--- config.mk ---
export PLATFORM = sky130hd
export DESIGN_NAME = apb_master_if_flat
export DESIGN_NICKNAME = d
export VERILOG_FILES = /design/src/rtl/apb_master_if_if.sv /design/src/rtl/apb_master_if.sv /design/src/flat_wrapper.sv
export SDC_FILE = /design/constraint.sdc
export NUM_CORES = 1
export LEC_CHECK = 0
export CAP_MARGIN = 5
export CORE_MARGIN = 8
export CORE_UTILIZATION = 42
export CTS_BUF_LIST = sky130_fd_sc_hd__clkbuf_4
export CTS_CLUSTER_SIZE = 40
export DETAILED_ROUTE_END_ITERATION = 8
export PLACE_DENSITY = 0.86
export RECOVER_POWER = 50
export SYNTH_ARGS = -nofsm -noshare
export SYNTH_HDL_FRONTEND = slang
export SYNTH_SLANG_ARGS = --single-unit
--- constraint.sdc ---
create_clock -name apb_clk_in -period 2.6 [get_ports apb_clk_in]
set_input_delay 0.39 -clock apb_clk_in [delete_from_list [all_inputs] [get_ports apb_clk_in]]
set_output_delay 0.39 -clock apb_clk_in [all_outputs]
set_load 0.02 [all_outputs]
--- src/rtl/apb_master_if_if.sv ---
// Bus bundle for apb_master_if: host request/response channel plus the APB master signals.
interface apb_master_if_if #(
    parameter int APB_DATA_WIDTH = 32,
    parameter int APB_ADDR_WIDTH = 32
);
    localparam int STRB_WIDTH = APB_DATA_WIDTH / 8;

    logic                      host_req_valid_in;
    logic                      host_req_ready_out;
    logic [APB_ADDR_WIDTH-1:0] host_addr_in;
    logic                      host_write_in;
    logic [APB_DATA_WIDTH-1:0] host_wdata_in;
    logic [STRB_WIDTH-1:0]     host_strb_in;
    logic [2:0]                host_prot_in;
    logic                      host_rsp_valid_out;
    logic [APB_DATA_WIDTH-1:0] host_rdata_out;
    logic                      host_error_out;
    logic                      host_timeout_out;

    logic [APB_ADDR_WIDTH-1:0] apb_addr_out;
    logic                      apb_psel_out;
    logic                      apb_penable_out;
    logic                      apb_write_out;
    logic [APB_DATA_WIDTH-1:0] apb_wdata_out;
    logic [STRB_WIDTH-1:0]     apb_strb_out;
    logic [2:0]                apb_prot_out;
    logic [APB_DATA_WIDTH-1:0] apb_rdata_in;
    logic                      apb_ready_in;
    logic                      apb_slverr_in;

    modport master (
        input  host_req_valid_in, host_addr_in, host_write_in, host_wdata_in,
               host_strb_in, host_prot_in, apb_rdata_in, apb_ready_in, apb_slverr_in,
        output host_req_ready_out, host_rsp_valid_out, host_rdata_out, host_error_out,
               host_timeout_out, apb_addr_out, apb_psel_out, apb_penable_out,
               apb_write_out, apb_wdata_out, apb_strb_out, apb_prot_out
    );

    modport slave (
        output host_req_valid_in, host_addr_in, host_write_in, host_wdata_in,
               host_strb_in, host_prot_in, apb_rdata_in, apb_ready_in, apb_slverr_in,
        input  host_req_ready_out, host_rsp_valid_out, host_rdata_out, host_error_out,
               host_timeout_out, apb_addr_out, apb_psel_out, apb_penable_out,
               apb_write_out, apb_wdata_out, apb_strb_out, apb_prot_out
    );
endinterface

--- src/rtl/apb_master_if.sv ---
// APB master front-end: one host request at a time becomes an APB SETUP/ACCESS transfer,
// with an ACCESS-phase wait timeout so a stuck slave cannot hang the host.
module apb_master_if #(
    parameter int APB_DATA_WIDTH = 32,
    parameter int APB_ADDR_WIDTH = 32,
    parameter int TIMEOUT_CYCLE  = 16
) (
    input logic             apb_clk_in,
    input logic             apb_rstn_in,
    apb_master_if_if.master bus
);
    localparam int STRB_WIDTH = APB_DATA_WIDTH / 8;
    localparam int CNT_W      = $clog2(TIMEOUT_CYCLE + 1);
    localparam logic [CNT_W-1:0] CNT_LAST = CNT_W'(TIMEOUT_CYCLE - 1);

    localparam logic [1:0] IDLE   = 2'd0;
    localparam logic [1:0] SETUP  = 2'd1;
    localparam logic [1:0] ACCESS = 2'd2;
    localparam logic [1:0] RESP   = 2'd3;

    logic [1:0]       state;
    logic [CNT_W-1:0] wait_cnt;

    always_ff @(posedge apb_clk_in or negedge apb_rstn_in) begin
        if (!apb_rstn_in) begin
            state                  <= IDLE;
            wait_cnt               <= '0;
            bus.host_req_ready_out <= 1'b0;
            bus.host_rsp_valid_out <= 1'b0;
            bus.host_rdata_out     <= '0;
            bus.host_error_out     <= 1'b0;
            bus.host_timeout_out   <= 1'b0;
            bus.apb_addr_out       <= '0;
            bus.apb_psel_out       <= 1'b0;
            bus.apb_penable_out    <= 1'b0;
            bus.apb_write_out      <= 1'b0;
            bus.apb_wdata_out      <= '0;
            bus.apb_strb_out       <= '0;
            bus.apb_prot_out       <= '0;
        end else begin
            bus.host_rsp_valid_out <= 1'b0;
            case (state)
                IDLE: begin
                    if (bus.host_req_valid_in && bus.host_req_ready_out) begin
                        bus.apb_addr_out       <= bus.host_addr_in;
                        bus.apb_write_out      <= bus.host_write_in;
                        bus.apb_prot_out       <= bus.host_prot_in;
                        bus.apb_wdata_out      <= bus.host_write_in ? bus.host_wdata_in : '0;
                        bus.apb_strb_out       <= bus.host_write_in ? bus.host_strb_in : '0;
                        bus.apb_psel_out       <= 1'b1;
                        bus.apb_penable_out    <= 1'b0;
                        bus.host_req_ready_out <= 1'b0;
                        state                  <= SETUP;
                    end else begin
                        bus.host_req_ready_out <= 1'b1;
                    end
                end
                SETUP: begin
                    bus.apb_penable_out <= 1'b1;
                    wait_cnt            <= '0;
                    state               <= ACCESS;
                end
                ACCESS: begin
                    // PREADY wins over a timeout landing on the same cycle
                    if (bus.apb_ready_in) begin
                        bus.host_rdata_out     <= bus.apb_write_out ? '0 : bus.apb_rdata_in;
                        bus.host_error_out     <= bus.apb_slverr_in;
                        bus.host_timeout_out   <= 1'b0;
                        bus.apb_psel_out       <= 1'b0;
                        bus.apb_penable_out    <= 1'b0;
                        bus.host_rsp_valid_out <= 1'b1;
                        state                  <= RESP;
                    end else if (wait_cnt == CNT_LAST) begin
                        bus.host_rdata_out     <= '0;
                        bus.host_error_out     <= 1'b1;
                        bus.host_timeout_out   <= 1'b1;
                        bus.apb_psel_out       <= 1'b0;
                        bus.apb_penable_out    <= 1'b0;
                        bus.host_rsp_valid_out <= 1'b1;
                        state                  <= RESP;
                    end else begin
                        wait_cnt <= wait_cnt + 1'b1;
                    end
                end
                RESP: begin
                    bus.host_req_ready_out <= 1'b1;
                    state                  <= IDLE;
                end
                default: state <= IDLE;
            endcase
        end
    end
endmodule

--- src/flat_wrapper.sv ---
// flat-port wrapper written by rule: the top's interface ports become plain ports
module apb_master_if_flat 
#(
    parameter int APB_DATA_WIDTH = 32,
    parameter int APB_ADDR_WIDTH = 32,
    parameter int TIMEOUT_CYCLE  = 16
)
  (apb_clk_in, apb_rstn_in, bus_host_req_valid_in, bus_host_addr_in, bus_host_write_in, bus_host_wdata_in, bus_host_strb_in, bus_host_prot_in, bus_apb_rdata_in, bus_apb_ready_in, bus_apb_slverr_in, bus_host_req_ready_out, bus_host_rsp_valid_out, bus_host_rdata_out, bus_host_error_out, bus_host_timeout_out, bus_apb_addr_out, bus_apb_psel_out, bus_apb_penable_out, bus_apb_write_out, bus_apb_wdata_out, bus_apb_strb_out, bus_apb_prot_out);
  apb_master_if_if #(.APB_DATA_WIDTH(APB_DATA_WIDTH), .APB_ADDR_WIDTH(APB_ADDR_WIDTH)) bus_i ();
  input logic apb_clk_in;
  input logic apb_rstn_in;
  input wire logic [$bits(bus_i.host_req_valid_in)-1:0] bus_host_req_valid_in;
  input wire logic [$bits(bus_i.host_addr_in)-1:0] bus_host_addr_in;
  input wire logic [$bits(bus_i.host_write_in)-1:0] bus_host_write_in;
  input wire logic [$bits(bus_i.host_wdata_in)-1:0] bus_host_wdata_in;
  input wire logic [$bits(bus_i.host_strb_in)-1:0] bus_host_strb_in;
  input wire logic [$bits(bus_i.host_prot_in)-1:0] bus_host_prot_in;
  input wire logic [$bits(bus_i.apb_rdata_in)-1:0] bus_apb_rdata_in;
  input wire logic [$bits(bus_i.apb_ready_in)-1:0] bus_apb_ready_in;
  input wire logic [$bits(bus_i.apb_slverr_in)-1:0] bus_apb_slverr_in;
  output wire logic [$bits(bus_i.host_req_ready_out)-1:0] bus_host_req_ready_out;
  output wire logic [$bits(bus_i.host_rsp_valid_out)-1:0] bus_host_rsp_valid_out;
  output wire logic [$bits(bus_i.host_rdata_out)-1:0] bus_host_rdata_out;
  output wire logic [$bits(bus_i.host_error_out)-1:0] bus_host_error_out;
  output wire logic [$bits(bus_i.host_timeout_out)-1:0] bus_host_timeout_out;
  output wire logic [$bits(bus_i.apb_addr_out)-1:0] bus_apb_addr_out;
  output wire logic [$bits(bus_i.apb_psel_out)-1:0] bus_apb_psel_out;
  output wire logic [$bits(bus_i.apb_penable_out)-1:0] bus_apb_penable_out;
  output wire logic [$bits(bus_i.apb_write_out)-1:0] bus_apb_write_out;
  output wire logic [$bits(bus_i.apb_wdata_out)-1:0] bus_apb_wdata_out;
  output wire logic [$bits(bus_i.apb_strb_out)-1:0] bus_apb_strb_out;
  output wire logic [$bits(bus_i.apb_prot_out)-1:0] bus_apb_prot_out;
  assign bus_i.host_req_valid_in = bus_host_req_valid_in;
  assign bus_i.host_addr_in = bus_host_addr_in;
  assign bus_i.host_write_in = bus_host_write_in;
  assign bus_i.host_wdata_in = bus_host_wdata_in;
  assign bus_i.host_strb_in = bus_host_strb_in;
  assign bus_i.host_prot_in = bus_host_prot_in;
  assign bus_i.apb_rdata_in = bus_apb_rdata_in;
  assign bus_i.apb_ready_in = bus_apb_ready_in;
  assign bus_i.apb_slverr_in = bus_apb_slverr_in;
  assign bus_host_req_ready_out = bus_i.host_req_ready_out;
  assign bus_host_rsp_valid_out = bus_i.host_rsp_valid_out;
  assign bus_host_rdata_out = bus_i.host_rdata_out;
  assign bus_host_error_out = bus_i.host_error_out;
  assign bus_host_timeout_out = bus_i.host_timeout_out;
  assign bus_apb_addr_out = bus_i.apb_addr_out;
  assign bus_apb_psel_out = bus_i.apb_psel_out;
  assign bus_apb_penable_out = bus_i.apb_penable_out;
  assign bus_apb_write_out = bus_i.apb_write_out;
  assign bus_apb_wdata_out = bus_i.apb_wdata_out;
  assign bus_apb_strb_out = bus_i.apb_strb_out;
  assign bus_apb_prot_out = bus_i.apb_prot_out;
  apb_master_if #(.APB_DATA_WIDTH(APB_DATA_WIDTH), .APB_ADDR_WIDTH(APB_ADDR_WIDTH), .TIMEOUT_CYCLE(TIMEOUT_CYCLE)) u_core (.apb_clk_in(apb_clk_in), .apb_rstn_in(apb_rstn_in), .bus(bus_i));
endmodule
==> results of run 1 <==
cells in the final DEF (no fill, tap or decap), types with 8 or more instances in the layout:
cell type	count
clkdlybuf4s50_1	200
dfrtp_1	117
nand2_1	76
mux2_2	38
o21ai_0	38
a22o_1	33
clkbuf_4	19
dlygate4sd3_1	18
ha_1	8
sequential cells by signal, summed over array words and instances (netlist names):
name / cells
u_core.bus.apb_addr_out: 32
u_core.bus.apb_penable_out: 1
u_core.bus.apb_prot_out: 3
u_core.bus.apb_psel_out: 1
u_core.bus.apb_strb_out: 4
u_core.bus.apb_wdata_out: 32
u_core.bus.apb_write_out: 1
u_core.bus.host_error_out: 1
u_core.bus.host_rdata_out: 32
u_core.bus.host_req_ready_out: 1
u_core.bus.host_rsp_valid_out: 1
u_core.bus.host_timeout_out: 1
u_core.state: 2
u_core.wait_cnt: 5
how the worst min path moves through the flow:
| stage | startpoint | to | slack (ps) | cells past startpoint |
|---|---|---|---|---|
| global placement | u_core.bus.apb_strb_out[3] | u_core.bus.apb_strb_out[3] | 460 | 2 |
| global route | bus_host_wdata_in[29] | u_core.bus.apb_wdata_out[29] | 410 | 3 |
| detailed placement | u_core.bus.apb_wdata_out[20] | u_core.bus.apb_wdata_out[20] | 470 | 2 |
| floorplan | apb_rstn_in | u_core.bus.apb_addr_out[0] | 90 | 0 |
| CTS | bus_host_wdata_in[28] | u_core.bus.apb_wdata_out[28] | 380 | 3 |
| finish | bus_host_wdata_in[4] | u_core.bus.apb_wdata_out[4] | 430 | 3 |
metal layers:
layer | share of wire | vias up | GRT usage
met5 | 0 | - | 0
met4 | 0.029 | 0 | 0.0788
met3 | 0.10 | 27 | 0.0853
met2 | 0.49 | 171 | 0.305
met1 | 0.38 | 1739 | 0.199
li1 | - | 1738 | -
critical path, stage by stage, from the launching register on:
cell and delay (ps):
dfrtp_1 390, inv_1 100, ha_1 290, nand3_4 300
clkbuf_2 580, mux2_2 410
cells by family after synthesis:
group / after synthesis / synth area share
simple gates: 93 / 0.0871
flops: 117 / 0.639
mux: 42 / 0.102
fa+ha+maj: 8 / 0.0218
xor+xnor: 2 / 0.00382
compound gates: 82 / 0.120
buf+inv: 28 / 0.0265
metrics by stage:
step                hold WS (ps)  setup slack, ps  utilization
floorplan                   94.4              806            -
global placement             460              671        0.646
detailed placement           470              603        0.646
CTS                          378              546        0.675
global route                 406              250        0.673
finish                       434              420        0.673
power by group through the flow:
stage	Clock, mW	Combinational, mW	Sequential, mW
final	1.42	4.34	3.14
after global routing	1.54	4.65	3.24
after CTS	1.47	4.48	3.15
after detailed placement	0	4.45	3.18
after global placement	0	4.35	3.13
after floorplan	0	1.21	4.12
final cells by class:
type / instances / area [sq um] / share of cell area
Timing Repair Buffer: 228 / 2260 / 0.312
Multi-Input combinational cell: 227 / 1550 / 0.214
Clock inverter: 12 / 161 / 0.0223
Inverter: 5 / 18.8 / 0.00260
Sequential cell: 117 / 2930 / 0.405
Tap cell: 140 / 175 / 0.0242
Clock buffer: 19 / 143 / 0.0197
timing repair:
action	4_1_cts	5_1_grt
hold buffers	1	0
setup endpoints to repair	0	0
endpoints found under the hold margin	55	0
==> impl_results.md, run 1 <==
- I/O pins: 219
- Total gr overflow: 0
- RSZ-0062 raised after global routing: false
- R2R Setup Slk: 420 ps
- Layout cell share with drive strength beyond 1: 0.132
- CTS Sinks: 117
- Pins Over Slew Limit: 0
- Post-layout min period: 2180 ps
- First-pass DRT Iterations: 4
- #FFs+latches synth: 117
- Leakage: 3.24 nW
- Worst Setup SP: u_core.state[0]
- Worst flop-to-flop path endpoint: u_core.bus.apb_addr_out[3]
- Slew @ Worst Pin: 1440 ps
- Top cells by count, synth: dfrtp_1 (117), nand2_1 (76), mux2_2 (38), o21ai_0 (38), a22o_1 (33)
- Critical path endpoint category: register
- Slew margin rel.: 0.0367
- Worst IR Drop VDD: 624 uV
- N_diodes: 0
- Mean Syn Cell Area: 12.3 sq um
- Chip height: 120 um
- Post-cts repair resize count: 0
- Synthesis-to-layout area growth: 57.7%
- Top-area cell type share of the netlist area: 0.639
- Antenna violation net count after detailed routing: 0
- Final setup violation count: 0
- Filler cells: 811
- Cell Int Power: 5.60 mW
- Fraction of registers with async set/reset: 1.00
- WL per Instance: 17.8 um
- Tcrit/Tclk final: 0.838
- Net switching power: 3.29 mW
- Drt first-iter violations: 222
- Buffers on Ports: 218
- DP Area: 6940 sq um
- Die area: 14500 sq um
- CTS H-tree lvls: 4
- Synthesis Warnings: 0
- Starting Density: 0.427
- Max Freq: 459 MHz
- DP Cell Count: 716
- Row cnt: 38
- CP arrival: 2570 ps
- Number of global-route vias before repair: 4055
- Min-Delay Path Class: in -> reg
- Die span in x: 120 um
- Clock network power share: 0.160
- Power per cell area: 1230 nW/um^2
- Reg clk slew, reported paths: 100 ps
- Routed via count: 3675
- Via/cell ratio: 4.91
- Post-layout power: 8.90 mW
- Total GRT Usage: 0.184
- Final Hold Fails: 0
- Placeable Area: 10700 sq um
- Num CTS Buffers: 17
- Final instance area: 7230 sq um
- Gate power share: 0.488
- CP Launch Type: register
- Max cap viols: 0
- Largest area contributor in the netlist: dfrtp_1
- Setup CP Type: reg -> reg
- Initial antenna violation count: 0
- Largest net degree at the start of global routing: 58
- Synth top area cells: dfrtp_1 (64%), mux2_2 (9.3%), a22o_1 (6.3%)
- Final Wtd Congestion: 0.779
- Syn Nets: 489
- Most common flop cell mapped by yosys: dfrtp_1
- Post-synth EDFFs: 0
- Sequential share of the synthesized area: 0.639
- WL final: 13300 um
- FF-to-FF path depth: 5
- Area of the mapped netlist: 4580 sq um
- Cells after Synth: 372
- CTS max path bufs: 2
- Crit path to: u_core.bus.apb_addr_out[3]
- Final cell count without fillers: 748
- Setup_tns: 0 ps
- CP required: 2990 ps
- Clock tree from TritonCTS: built
- Post-Route Skew: 11.2 ps
- Sw Ratio: 0.370
- Skew-Pair Late Insertion Delay: 500 ps
- Status: finished clean
- Post-DP HPWL: 10100 um
- Largest fanout on the critical path: 37
- Nets: 713
- Count of cell types in the netlist: 31
- Register share of total power: 0.353
- Most instantiated library cell after synthesis: dfrtp_1
- First-pass GRT wire length: 21000 um
- Clock root buffer master: clkbuf_4
- DRC Markers: 0
- RR Startpoint: u_core.state[0]
- # Post-CTS Setup Buffers: 0
(Power assumes the default switching activity.)
==> run 2, diff against run 1 <==
==> constraint.sdc (replaced) <==
create_clock -name apb_clk_in -period 2.3 [get_ports apb_clk_in]
set_input_delay 0.345 -clock apb_clk_in [delete_from_list [all_inputs] [get_ports apb_clk_in]]
set_output_delay 0.345 -clock apb_clk_in [all_outputs]
set_load 0.02 [all_outputs]
==> run 2 against run 1 <==
Against the previous run: utilization about the same; routed wire length increased by 1.3%; fmax increased by 10%; sequential share of layout area about the same; non-clock buffer count decreased by 1; die area unchanged; design area about the same; clock skew increased by 8.9 ps; via count increased by 1.5%; count of clock-buffer cells in the layout unchanged; worst hold slack got worse by 65 ps; critical endpoint is now u_core.bus.host_rdata_out[22]; highest routed layer unchanged.
==> impl_results.md, run 2 (same netlist as run 1, synthesis figures left out) <==
- Final Hold Fails: 0 (unchanged)
- Min-delay src: bus_host_wdata_in[13]
- Reg clk slew, reported paths: 110 ps (about the same)
- Power per cell area: 1400 nW/um^2 (+14%)
- Number of global-route vias before repair: 3815 (-5.9%)
- Worst flop-to-flop path endpoint: u_core.bus.host_rdata_out[22]
- WL per Instance: 18.0 um (+1.4%)
- CP required: 2700 ps (-290 ps)
- Post-DP HPWL: 10100 um (-0.42%)
- CP arrival: 2380 ps (-190 ps)
- Clock tree from TritonCTS: built
- Skew-Pair Late Insertion Delay: 530 ps (+30 ps)
- Met3 WL post-DR: 1410 um (+0.86%)
- Placeable Area: 10700 sq um (unchanged)
- Tcrit/Tclk final: 0.861 (+0.0230)
- Starting Density: 0.427 (unchanged)
- CP Launch Type: register
- Most common cell after layout, fill and taps aside: clkdlybuf4s50_1
- WL met1: 5070 um (+0.63%)
- Routed via count: 3729 (+1.5%)
- Min-Delay Path Class: in -> reg
- I/O pins: 219 (unchanged)
- First-pass DRT Iterations: 4 (unchanged)
- R2R Setup Slk: 320 ps (-100 ps)
- Worst IR Drop VDD: 805 uV (+29%)
- Post-layout util: 0.673 (about the same)
- Chip height: 120 um (unchanged)
- Post-Route Skew: 20.2 ps (+8.93 ps)
- Status: finished clean
- Row cnt: 38 (unchanged)
- RSZ-0062 raised after global routing: false
- Setup CP Type: reg -> reg
- Final instance area: 7230 sq um (about the same)
- First-pass GRT wire length: 21100 um (+0.36%)
- CTS H-tree lvls: 4 (unchanged)
- WL final: 13500 um (+1.3%)
- Max Freq: 505 MHz (+10%)
- Antenna violation net count after detailed routing: 0 (unchanged)
- Clock root buffer master: clkbuf_4
- Initial antenna violation count: 0 (unchanged)
- CTS max path bufs: 2 (unchanged)
- Die area: 14500 sq um (unchanged)
- DRC Markers: 0 (unchanged)
- CTS Sinks: 117 (unchanged)
- Pins Over Slew Limit: 0 (unchanged)
- Max Used Layer: met4
- Post-layout power: 10.1 mW (+14%)
- Max cap viols: 0 (unchanged)
- Setup_tns: 0 ps (unchanged)
- Num CTS Buffers: 17 (unchanged)
- Largest net degree at the start of global routing: 74 (+28%)
- Nets: 712 (-0.14%)
- Final setup violation count: 0 (unchanged)
- Via/cell ratio: 4.99 (+1.6%)
- Synthesis-to-layout area growth: 57.8% (about the same)
- Slew @ Worst Pin: 1150 ps (-296 ps)
- Total GRT Usage: 0.187 (+0.00300)
- Drt first-iter violations: 332 (+50%)
- Buffers on Ports: 218 (unchanged)
- Final Wtd Congestion: 0.749 (-3.8%)
- Layout cell share with drive strength beyond 1: 0.129 (-0.00308)
- Largest fanout on the critical path: 32 (-14%)
- Die span in x: 120 um (unchanged)
- Post-layout min period: 1980 ps (-199 ps)
- FF-to-FF path depth: 5 (unchanged)
- N_diodes: 0 (unchanged)
- Leakage: 3.21 nW (-0.94%)
- Commonest cells after routing, fill and taps aside: clkdlybuf4s50_1 (217), dfrtp_1 (117), nand2_1 (76), o21ai_0 (39), mux2_2 (38)
- Top flop regs: u_core.bus.apb_addr_out: 32 flops, u_core.bus.apb_wdata_out: 32 flops, u_core.bus.host_rdata_out: 32 flops
- Slew margin rel.: 0.234 (+0.197)
- Min-Delay Path Depth: 3 (unchanged)
- Total gr overflow: 0 (unchanged)
- DP Area: 6930 sq um (-0.11%)
- Worst-case hold path end point: u_core.bus.apb_wdata_out[13]
- Routed wl met2: 6640 um (+2.5%)
- # Post-CTS Setup Buffers: 0 (unchanged)
- RR Startpoint: u_core.state[0]
- Critical path endpoint category: register
==> run 2: layer usage <==
metal  track usage  up-vias
met5             0        -
met2         0.304      176
met3        0.0830       24
li1              -     1736
met1         0.205     1793
met4        0.0906        0
==> run 2: what timing repair did <==
item / 4_1_cts / 5_1_grt
gates resized for setup: 0 / 0
setup endpoints to repair: 0 / 0
hold buffers: 1 / 0
hold endpoints to repair: 43 / 0
==> run 2: final cells by class <==
type	count	area (sq um)
sequential	117	2930
clock buffer	19	143
timing repair buffer	227	2260
clock inverter	12	161
fill	805	3510
inverter	5	18.8
tap	140	175
multi-input combinational	227	1540
==> run 2: report_power, final <==
part	total, mW	switching [mW]	internal, mW
sequential	3.55	0.540	3.01
combinational	4.96	2.45	2.52
clock	1.62	0.752	0.864
total	10.1	3.74	6.39
==> run 2: how the worst max path moves through the flow <==
stage                                          to  cells after the start  slack (ps)                           from
floorplan                      u_core.wait_cnt[0]                      7         510             u_core.wait_cnt[0]
global placement       u_core.bus.apb_penable_out                      4         500               bus_apb_ready_in
detailed placement   u_core.bus.host_rdata_out[4]                      6         370                u_core.state[0]
CTS                        bus_host_req_ready_out                      1         260  u_core.bus.host_req_ready_out
global route         u_core.bus.host_rdata_out[4]                      5         150                u_core.state[0]
finish              u_core.bus.host_rdata_out[22]                      5         320                u_core.state[0]
==> run 2: worst max-delay path: stages (launching register included) <==
cell     delay [ps]
dfrtp_1         430
inv_1           150
ha_1            490
o21ai_0         210
buf_4           290
a22o_1          280
==> run 2: through the flow <==
step | hold slack [ps] | worst slack (ps) | cells
2_1_floorplan | 49.4 | 506 | 372
3_3_place_gp | 380 | 497 | 715
3_5_place_dp | 382 | 369 | 715
4_1_cts | 316 | 256 | 747
5_1_grt | 321 | 154 | 747
6_report | 369 | 319 | 747
==> run 3, diff against run 2 <==
--- a/config.mk
+++ b/config.mk
@@ -13,6 +13,7 @@
 export DETAILED_ROUTE_END_ITERATION = 8
 export PLACE_DENSITY = 0.86
 export RECOVER_POWER = 50
+export SETUP_SLACK_MARGIN = 0.1
 export SYNTH_ARGS = -nofsm -noshare
 export SYNTH_HDL_FRONTEND = slang
 export SYNTH_SLANG_ARGS = --single-unit
==> results of run 3 <==
No change in the layout: final DEF, timing and power equal those of run 2.
